`src/rtl/midi_merge_arb.sv`:
```
// midi_merge_arb
//   Merges MIDI byte streams from N_CH receive channels into one byte stream
//   for an output FIFO. Once a channel wins with a status byte it keeps the
//   grant until its message is complete, so bytes of different messages never
//   interleave. Running status is expanded per channel: a data byte that
//   arrives while no message is open re-emits the stored status first.
//   Realtime bytes from other channels may slip in between the owner's bytes.
//   A lock whose owner goes quiet is released by a timeout.
//
// Handshake: a byte moves from channel i when in_valid[i] && in_ready[i] at a
//   rising clk edge. in_ready is combinational from in_valid, at most one bit
//   set, and zero while out_full or reset is high. A byte is never withdrawn
//   by the arbiter once in_ready has been given.
//
// Ports
//   clk, reset   rising-edge clock, asynchronous active-high reset
//   in_valid     per-channel byte present
//   in_data      per-channel byte, channel i in [8i+7:8i]
//   in_ready     per-channel accept (one-hot or zero)
//   out_data     merged byte, valid while out_wr is high
//   out_wr       one-cycle write strobe, one cycle after the accepting edge
//   out_full     FIFO full; blocks every transfer and emission
//   err_drop     pulse: data byte with no message context discarded
//   err_timeout  pulse: owner lock released by timeout
//   dbg_state    current FSM state (IDLE=0, INSERT=1, LOCKED=2, SYSEX=3)
module midi_merge_arb #(
   parameter int N_CH    = 4,
   parameter int TIMEOUT = 50000,
   parameter int TO_W    = 16
) (
   input  logic              clk,
   input  logic              reset,
   input  logic [N_CH-1:0]   in_valid,
   input  logic [8*N_CH-1:0] in_data,
   output logic [N_CH-1:0]   in_ready,
   output logic [7:0]        out_data,
   output logic              out_wr,
   input  logic              out_full,
   output logic              err_drop,
   output logic              err_timeout,
   output logic [1:0]        dbg_state
);
   localparam int IW = $clog2(N_CH);

   typedef enum logic [1:0] {
      S_IDLE   = 2'd0,
      S_INSERT = 2'd1,
      S_LOCKED = 2'd2,
      S_SYSEX  = 2'd3
   } state_t;

   state_t                 state_q, state_d;
   logic [IW-1:0]          owner_q, owner_d;
   logic [IW-1:0]          rr_q, rr_d;
   logic [1:0]             cnt_q, cnt_d;
   logic [TO_W-1:0]        to_q, to_d;
   // Stored running status per channel; 8'h00 means none (a status always has bit 7 set).
   logic [N_CH-1:0][7:0]   rs_q, rs_d;
   logic [7:0]             out_data_q, out_data_d;
   logic                   out_wr_q, out_wr_d;
   logic                   err_drop_q, err_drop_d;
   logic                   err_to_q, err_to_d;

   logic [N_CH-1:0][7:0]   hd;
   logic [N_CH-1:0]        ready;
   logic                   found, bypass, fire;
   logic [IW-1:0]          g, idx;
   logic [7:0]             b;

   assign hd = in_data;

   // Data bytes that follow a status byte (F0 and realtime never reach here).
   function automatic logic [1:0] data_cnt(input logic [7:0] s);
      logic [1:0] n;
      n = 2'd2;
      if (s[7:4] == 4'hC || s[7:4] == 4'hD || s == 8'hF1 || s == 8'hF3)
         n = 2'd1;
      else if (s[7:4] == 4'hF && s != 8'hF2)
         n = 2'd0;
      return n;
   endfunction

   always_comb begin
      state_d    = state_q;
      owner_d    = owner_q;
      rr_d       = rr_q;
      cnt_d      = cnt_q;
      to_d       = '0;
      rs_d       = rs_q;
      out_data_d = out_data_q;
      out_wr_d   = 1'b0;
      err_drop_d = 1'b0;
      err_to_d   = 1'b0;
      ready      = '0;
      found      = 1'b0;
      bypass     = 1'b0;
      fire       = 1'b0;
      g          = '0;
      idx        = '0;
      b          = 8'h00;

      if (!out_full) begin
         case (state_q)
            S_IDLE: begin
               // Round robin starting one past the last granted channel.
               for (int k = 1; k <= N_CH; k++) begin
                  idx = IW'((int'(rr_q) + k) % N_CH);
                  if (!found && in_valid[idx]) begin
                     found = 1'b1;
                     g     = idx;
                  end
               end
            end
            S_LOCKED, S_SYSEX: begin
               // Realtime from another channel jumps ahead of the owner.
               for (int i = 0; i < N_CH; i++) begin
                  if (!bypass && IW'(i) != owner_q && in_valid[i] && hd[i][7:3] == 5'b11111) begin
                     bypass = 1'b1;
                     g      = IW'(i);
                  end
               end
               if (!bypass)
                  g = owner_q;
               found = bypass || in_valid[owner_q];
               // Owner idle time; a bypass byte does not count as owner activity.
               if (!bypass && in_valid[owner_q])
                  to_d = '0;
               else if (to_q == TO_W'(TIMEOUT - 1))
                  fire = 1'b1;
               else
                  to_d = to_q + TO_W'(1);
               // The timeout cycle owns the output slot (SYSEX closes with F7).
               if (fire)
                  found = 1'b0;
            end
            default: ;
         endcase
      end

      if (fire) begin
         err_to_d        = 1'b1;
         rs_d[owner_q]   = 8'h00;
         state_d         = S_IDLE;
         if (state_q == S_SYSEX) begin
            out_wr_d   = 1'b1;
            out_data_d = 8'hF7;
         end
      end

      if (state_q == S_INSERT && !out_full) begin
         out_wr_d   = 1'b1;
         out_data_d = rs_q[owner_q];
         cnt_d      = data_cnt(rs_q[owner_q]);
         state_d    = S_LOCKED;
      end

      if (found) begin
         b        = hd[g];
         ready[g] = 1'b1;
         if (state_q == S_IDLE)
            rr_d = g;
         if (b >= 8'hF8) begin
            out_wr_d   = 1'b1;
            out_data_d = b;
         end else if (b == 8'hF0) begin
            out_wr_d   = 1'b1;
            out_data_d = b;
            rs_d[g]    = 8'h00;
            owner_d    = g;
            state_d    = S_SYSEX;
         end else if (b[7]) begin
            // Voice or common status, also an implicit end of an open message.
            out_wr_d   = 1'b1;
            out_data_d = b;
            rs_d[g]    = (b < 8'hF0) ? b : 8'h00;
            owner_d    = g;
            cnt_d      = data_cnt(b);
            state_d    = (data_cnt(b) == 2'd0) ? S_IDLE : S_LOCKED;
         end else if (state_q == S_IDLE) begin
            if (rs_q[g] != 8'h00) begin
               // Leave the data byte in place; the stored status goes out first.
               ready[g] = 1'b0;
               owner_d  = g;
               state_d  = S_INSERT;
            end else begin
               err_drop_d = 1'b1;
            end
         end else if (state_q == S_SYSEX) begin
            out_wr_d   = 1'b1;
            out_data_d = b;
         end else begin
            out_wr_d   = 1'b1;
            out_data_d = b;
            cnt_d      = cnt_q - 2'd1;
            if (cnt_q == 2'd1)
               state_d = S_IDLE;
         end
      end
   end

   always_ff @(posedge clk or posedge reset) begin
      if (reset) begin
         state_q    <= S_IDLE;
         owner_q    <= '0;
         rr_q       <= '0;
         cnt_q      <= 2'd0;
         to_q       <= '0;
         rs_q       <= '0;
         out_data_q <= 8'h00;
         out_wr_q   <= 1'b0;
         err_drop_q <= 1'b0;
         err_to_q   <= 1'b0;
      end else begin
         state_q    <= state_d;
         owner_q    <= owner_d;
         rr_q       <= rr_d;
         cnt_q      <= cnt_d;
         to_q       <= to_d;
         rs_q       <= rs_d;
         out_data_q <= out_data_d;
         out_wr_q   <= out_wr_d;
         err_drop_q <= err_drop_d;
         err_to_q   <= err_to_d;
      end
   end

   assign in_ready    = ready & ~{N_CH{reset}};
   assign out_data    = out_data_q;
   assign out_wr      = out_wr_q;
   assign err_drop    = err_drop_q;
   assign err_timeout = err_to_q;
   assign dbg_state   = state_q;

endmodule

```
`config.mk`:
```
export PLATFORM = sky130hd
export DESIGN_NAME = midi_merge_arb
export DESIGN_NICKNAME = d
export VERILOG_FILES = /design/src/rtl/midi_merge_arb.sv
export SDC_FILE = /design/constraint.sdc
export NUM_CORES = 1
export LEC_CHECK = 0
export ABC_AREA = 1
export BUFFER_PORTS_ARGS = -buffer_cell sky130_fd_sc_hd__buf_2
export CAP_MARGIN = 25
export CORE_UTILIZATION = 50
export DETAILED_ROUTE_END_ITERATION = 12
export PLACE_DENSITY = 0.72
export SKIP_LAST_GASP = 1
export SYNTH_ARGS = -nofsm -noshare
export SYNTH_HDL_FRONTEND = slang
export SYNTH_SLANG_ARGS = --single-unit
```
`constraint.sdc`:
```
create_clock -name clk -period 2.5 [get_ports clk]
set_input_delay 0.25 -clock clk [delete_from_list [all_inputs] [get_ports clk]]
set_output_delay 0.25 -clock clk [all_outputs]
set_load 0.01 [all_outputs]
```
# ---- Word level (Yosys, flattened, before mapping)
# Index checks and enable logic that the tools add are counted.
dict set report word_totals {
  out_inout_bits 17
  wordCells 240
  reg_bits 67
}
dict set report op_classes {
  addsub 6
  n_bitwise 9
  n_lt_le_gt_ge 10
  n_reduce_logical 44
  muxes 133
  eq_ne 25
}
# cell count
set op_table {}
lappend op_table {{$mux W32} 5}
lappend op_table {{$mux W8} 14}
lappend op_table {{$mux W2} 38}
lappend op_table {{$and A32 B32 Y32} 2}
lappend op_table {{$mux W16} 4}
lappend op_table {{$not A32 Y32} 2}
lappend op_table {{$mux W1} 52}
lappend op_table {{$bmux W8 S2} 3}
lappend op_table {{$eq A8 B8 Y1 const B} 5}
lappend op_table {{$bwmux W32} 1}
lappend op_table {{$demux W8 S2} 2}
lappend op_table {{$eq A4 B4 Y1 const B} 6}
lappend op_table {{$mux W4} 6}
lappend op_table {{$eq A5 B5 Y1 const B} 4}
lappend op_table {{$logic_and A1 B1 Y1} 20}
lappend op_table {{$lt A2 B3 Y1 const B} 6}
lappend op_table {{$add A16 B1 Y16 const B} 1}
lappend op_table {{$eq A16 B16 Y1 const B} 1}
lappend op_table {{$ne A8 B8 Y1 const B} 2}
lappend op_table {{$bmux W1 S2} 5}
lappend op_table {{$and A4 B4 Y4} 2}
lappend op_table {{$ge A8 B8 Y1 const B} 1}
lappend op_table {{$logic_not A1 Y1} 8}
lappend op_table {{$lt A8 B8 Y1 const B} 1}
lappend op_table {{21 further kinds} 36}

# ---- Logic depth before layout (Yosys ltp)
dict set report logic_depth {
  word_depth 47
  depth_mapped 26
}

# ---- Worst setup path before layout
# Ideal clock, no wire load.
dict set report synth_path {
  kind {input to output}
  start {input reset}
  end {output in_ready[3]}
  cell_stages 3
  required_time_ns 2.250
  path_buffers 0
  arrival_time_ns 2.436
  slack_ns -0.186
  path_cell_list {inv_1 > nand2_1 > nor4_1}
}
dict set report synth_via {
  elab_chain_len 2
}
# item line
set synth_lines {}
lappend synth_lines {{start: declaration} 32} ;# input logic reset,
lappend synth_lines {{$not A4 Y4} 227} ;# assign in_ready = ready & ~{N_CH{reset}};
lappend synth_lines {{$and A4 B4 Y4} 227}
lappend synth_lines {{end: declaration} 35} ;# output logic [N_CH-1:0] in_ready,
# No other way between the ends.

# ---- Final worst setup path
dict set report layout_path {
  start {register rr_q[0]}
  end {output in_ready[2]}
}
dict set report layout_via {
  elab_chain_len 34
  word_cells_on_any_way 57
  cone_classes {add/sub: 4; order compare: 3; eq/ne: 1; mux: 38; bitwise: 3; reduce/logical: 8}
}
# item line
set layout_lines {}
lappend layout_lines {{start: declaration} 54} ;# logic [IW-1:0] rr_q, rr_d;
lappend layout_lines {{start signal: assignment} 216} ;# rr_q <= rr_d;
lappend layout_lines {{$add A2 B1 Y2} 107} ;# idx = IW'((int'(rr_q) + k) % N_CH);
lappend layout_lines {{$bmux W1 S2} 108} ;# if (!found && in_valid[idx]) begin
lappend layout_lines {{$mux W1 (implied by the code)} 108}
lappend layout_lines {{$mux W1} 108}
lappend layout_lines {{$mux W1} 103} ;# case (state_q)
lappend layout_lines {{$mux W1} 102} ;# if (!out_full) begin
lappend layout_lines {{$logic_not A1 Y1} 108}
lappend layout_lines {{$logic_and A1 B1 Y1} 108}
lappend layout_lines {{[18 not listed]} n/a}
lappend layout_lines {{$and A4 B4 Y4 (no source line)} n/a}
lappend layout_lines {{$mux W4} 180} ;# if (rs_q[g] != 8'h00) begin
lappend layout_lines {{$mux W4} 179} ;# end else if (state_q == S_IDLE) begin
lappend layout_lines {{$mux W4} 171} ;# end else if (b[7]) begin
lappend layout_lines {{$mux W4} 165} ;# end else if (b == 8'hF0) begin
lappend layout_lines {{$mux W4} 162} ;# if (b >= 8'hF8) begin
lappend layout_lines {{$mux W4 (*)} 157} ;# if (found) begin
lappend layout_lines {{$and A4 B4 Y4 (*)} 227}
# Mark *: on every way between the ends. The rest lies on a longest branch, timed or not. The select of a mux whose other input is x is not followed.

==> reports/metrics.cfg <==
[setup_path]
cp.required_ns=2.25
cp_cell_sequence=buf_6 -> nand2_1 -> nand2_2 -> nand2_2 -> nand2_4 -> nor2_4 -> nand3_2 -> nand2_2 -> inv_2 -> nand2_4 -> nand2_8 -> nand2_8 -> nand3_1 -> nand2_2 -> nor2_4 -> nor2_2 -> inv_1 -> nor2_4 -> nor3_2 -> buf_2
worst_setup_path_start_kind=flop
crit_type=flop to output pin
crit_slowest_cell=dfrtp_2
crit_arrival_ns=2.86
cpMostUsedCell=nand2_2
worstPathMaxFanout=7
endpoint_kind=output pin
slowest_delay_ns=0.47
r2r_slack_ns=-0.54

[routing]
ant_nets=0
routed_via_density=5.52
wl_per_cell_um=15.6
drtIter0Drc=564
finalWirelength_mm=18.3
first_pass_iters=8
drcViolationCount=0
vias=6473

[die]
dieArea_um2=11500
num_rows=37
fp.dieW_um=107
start_util_pct=52.5
die_h_um=107
coreArea_um2=10500
io_pins=56

[clocking]
clock-sinks=67
clkSlewWorstSetupHoldPaths_ns=0.09
root_buffer=clkbuf_8
htreeDepth=3
cts_buffers=9
tritoncts=done
clock_latency_ns=0.35
cts_buffer_depth=2

[global_routing]
grt_pass1_vias=6183
grt_remaining_overflow=0
antenna_found_initial=0
grt_first_pass_wirelength_mm=30.0
track_usage_pct=33.5
grt_max_degree=68

[sta]
min_period_ns=3.11
relSlewSlack_pct=41.2
whs_ns=0.202
setup_slack_ns=-0.608
finalSetupViolCount=51
rsz0062_at_grt=yes
clock.fmax_ghz=0.322
worst_slew_pin_slew_ns=0.881
slew_viol_final=0
fin_worst_skew_ns=0.0175
timing_hold_violations_final=0
period_share_pct=124

[synthesis]
synth_edf_count=0
synthCells=849
synth_commonest_cells=nand2_1, inv_1, dfrtp_1
synth_seq_area_share_pct=30.4
netlist_area_um2=5510
syn_area_per_cell_um2=6.49
yosys.area_share.simple_pct=44.8
ys_ff_latch=67
async_flop_share_pct=100
ys_types=46
synth_top_area_cell=dfrtp_1
yosysMostFrequentCell=nand2_1
synth_top_area_share_pct=30.4
synth_xor_area_share_pct=0.635
synth.area.mux_share_pct=0
synth_nets=890
synth_top_family_by_area=simple AND/OR/NAND/NOR gates
synth_compound_area_share_pct=13.2
yosysWarnings=0
synth_area_leaders=dfrtp_1, nand2_1, inv_1, nand3_1, nor2_1
synth-main-ff-cell=dfrtp_1
synth_fa_ha_area_share_pct=0.454

[power_and_ir_drop]
pwr-share-seq_pct=19.9
p_switching_mw=4.10
sw_frac_of_total_pct=49.7
powerDensity_nw_per_um2=1120
ir_worst_vdd_v=0.000540
p_comb_share_pct=68.5
p_int_mw=4.14
p_total_mw=8.24
p_leak_nw=4.00
pwr-share-clk_pct=11.6

[min_path]
min_path_type=input port to asynchronous set/reset pin

[run]
max_cap_violations=0

[finish]
final_nets=1072
syn2layout_area_growth_pct=33.6
drive_above_1_share_pct=33.3
diodes=0

[outcome]
run_status=finished, violations left
violations=negative setup slack

[place]
port-buffer-count=55
dp_hpwl_mm=13.9
place_congestion=1.06

[worst paths after layout]
check	start	endpoint	cells after the start
min in group clk	in_data[0]	out_data[0]	6
setup reg to reg	rr_q[0]	rs_q[29]	23
hold / removal	reset	rs_q[23]	3
max in group asynchronous	reset	owner_q[0]	3
hold reg to reg	to_q[0]	to_q[0]	1
setup / recovery	rr_q[0]	in_ready[2]	20
[area by class of cell]
type / instances / area (µm²)
Sequential cell: 67 / 1680
Multi-Input combinational cell: 651 / 3480
Timing Repair Buffer: 190 / 1390
Fill cell: 887 / 3140
Clock buffer: 10 / 138
Inverter: 112 / 442
Clock inverter: 6 / 65.1
Tap cell: 136 / 170
[logic make-up (layout without fill, tap and decap cells)]
kind of cell,Yosys count,count (layout)
xor+xnor,4,4
flops,67,67
fa+ha+maj,2,2
compound gates,118,118
buf+inv,133,318
simple gates,525,527
[cell usage in the layout, fill, tap and decap left out, drive strengths merged, types with 2 or more instances in the layout]
master,Yosys,routed
nand2,330,332
buf,15,190
inv,111,110
nor2,90,90
dfrtp,67,67
nand3,57,57
o21ai,48,48
a21oi,24,24
nand4,18,18
nor3,18,18
o211ai,17,17
o22ai,12,12
clkbuf,6,10
nor4,9,9
a22oi,7,7
clkinv,1,5
a221oi,3,3
xor2,3,3
o21a,2,2
clkinvlp,0,2
a211oi,2,2
ha,2,2
[power by group through the flow]
stage / clock, mW / combinational, mW / sequential (mW)
3_3_place_gp: 0 / 5.00 / 1.62
6_report: 0.956 / 5.64 / 1.64
4_1_cts: 0.973 / 5.49 / 1.63
3_5_place_dp: 0 / 5.11 / 1.64
5_1_grt: 1.01 / 6.15 / 1.67
2_1_floorplan: 0 / 3.26 / 1.60
[what timing repair did]
action	in CTS	in global routing
hold buffers	0	0
resized for setup	34	9
cloned	2	0
endpoints found under the setup margin	51	54
pin swaps	24	3
buffers inserted	19	1
[state kept, by name (all words and copies together), names as in the netlist]
signal and cells:
rr_q 2, err_timeout 1, out_wr 1, err_drop 1, out_data 8, owner_q 2
dbg_state 2, cnt_q 2, rs_q 32, to_q 16
[critical path: cells and delay by family (launching register included)]
family | cells | cell delay [ns]
buffers and inverters | 4 | 0.42
flip-flops | 1 | 0.47
AND/OR/NAND/NOR | 16 | 1.60
[stage by stage]
| step | cell area (µm²) | TNS [ns] | cells | util, % | setup slack, ns |
|---|---|---|---|---|---|
| 6_report | 7370 | -21.89 | 1172 | 70.1 | -0.608 |
| 5_1_grt | 7370 | -32.08 | 1172 | 70.1 | -0.754 |
| 4_1_cts | 7330 | -18.51 | 1171 | 69.8 | -0.553 |
| 3_5_place_dp | 6840 | -15.05 | 1135 | 65.1 | -0.476 |
| 3_3_place_gp | 6840 | -9.53 | 1135 | 65.1 | -0.408 |
| 2_1_floorplan | 5610 | -0.0157 | 849 | - | -0.0157 |
[routing by layer]
layer	vias up	share of wire (%)	global-route usage, %
met5	-	0	0
met4	0	3.8	13.6
met3	68	10	7.29
met2	338	44	52.0
met1	2962	42	45.2
li1	3105	-	-
(Power assumes the default switching activity.)
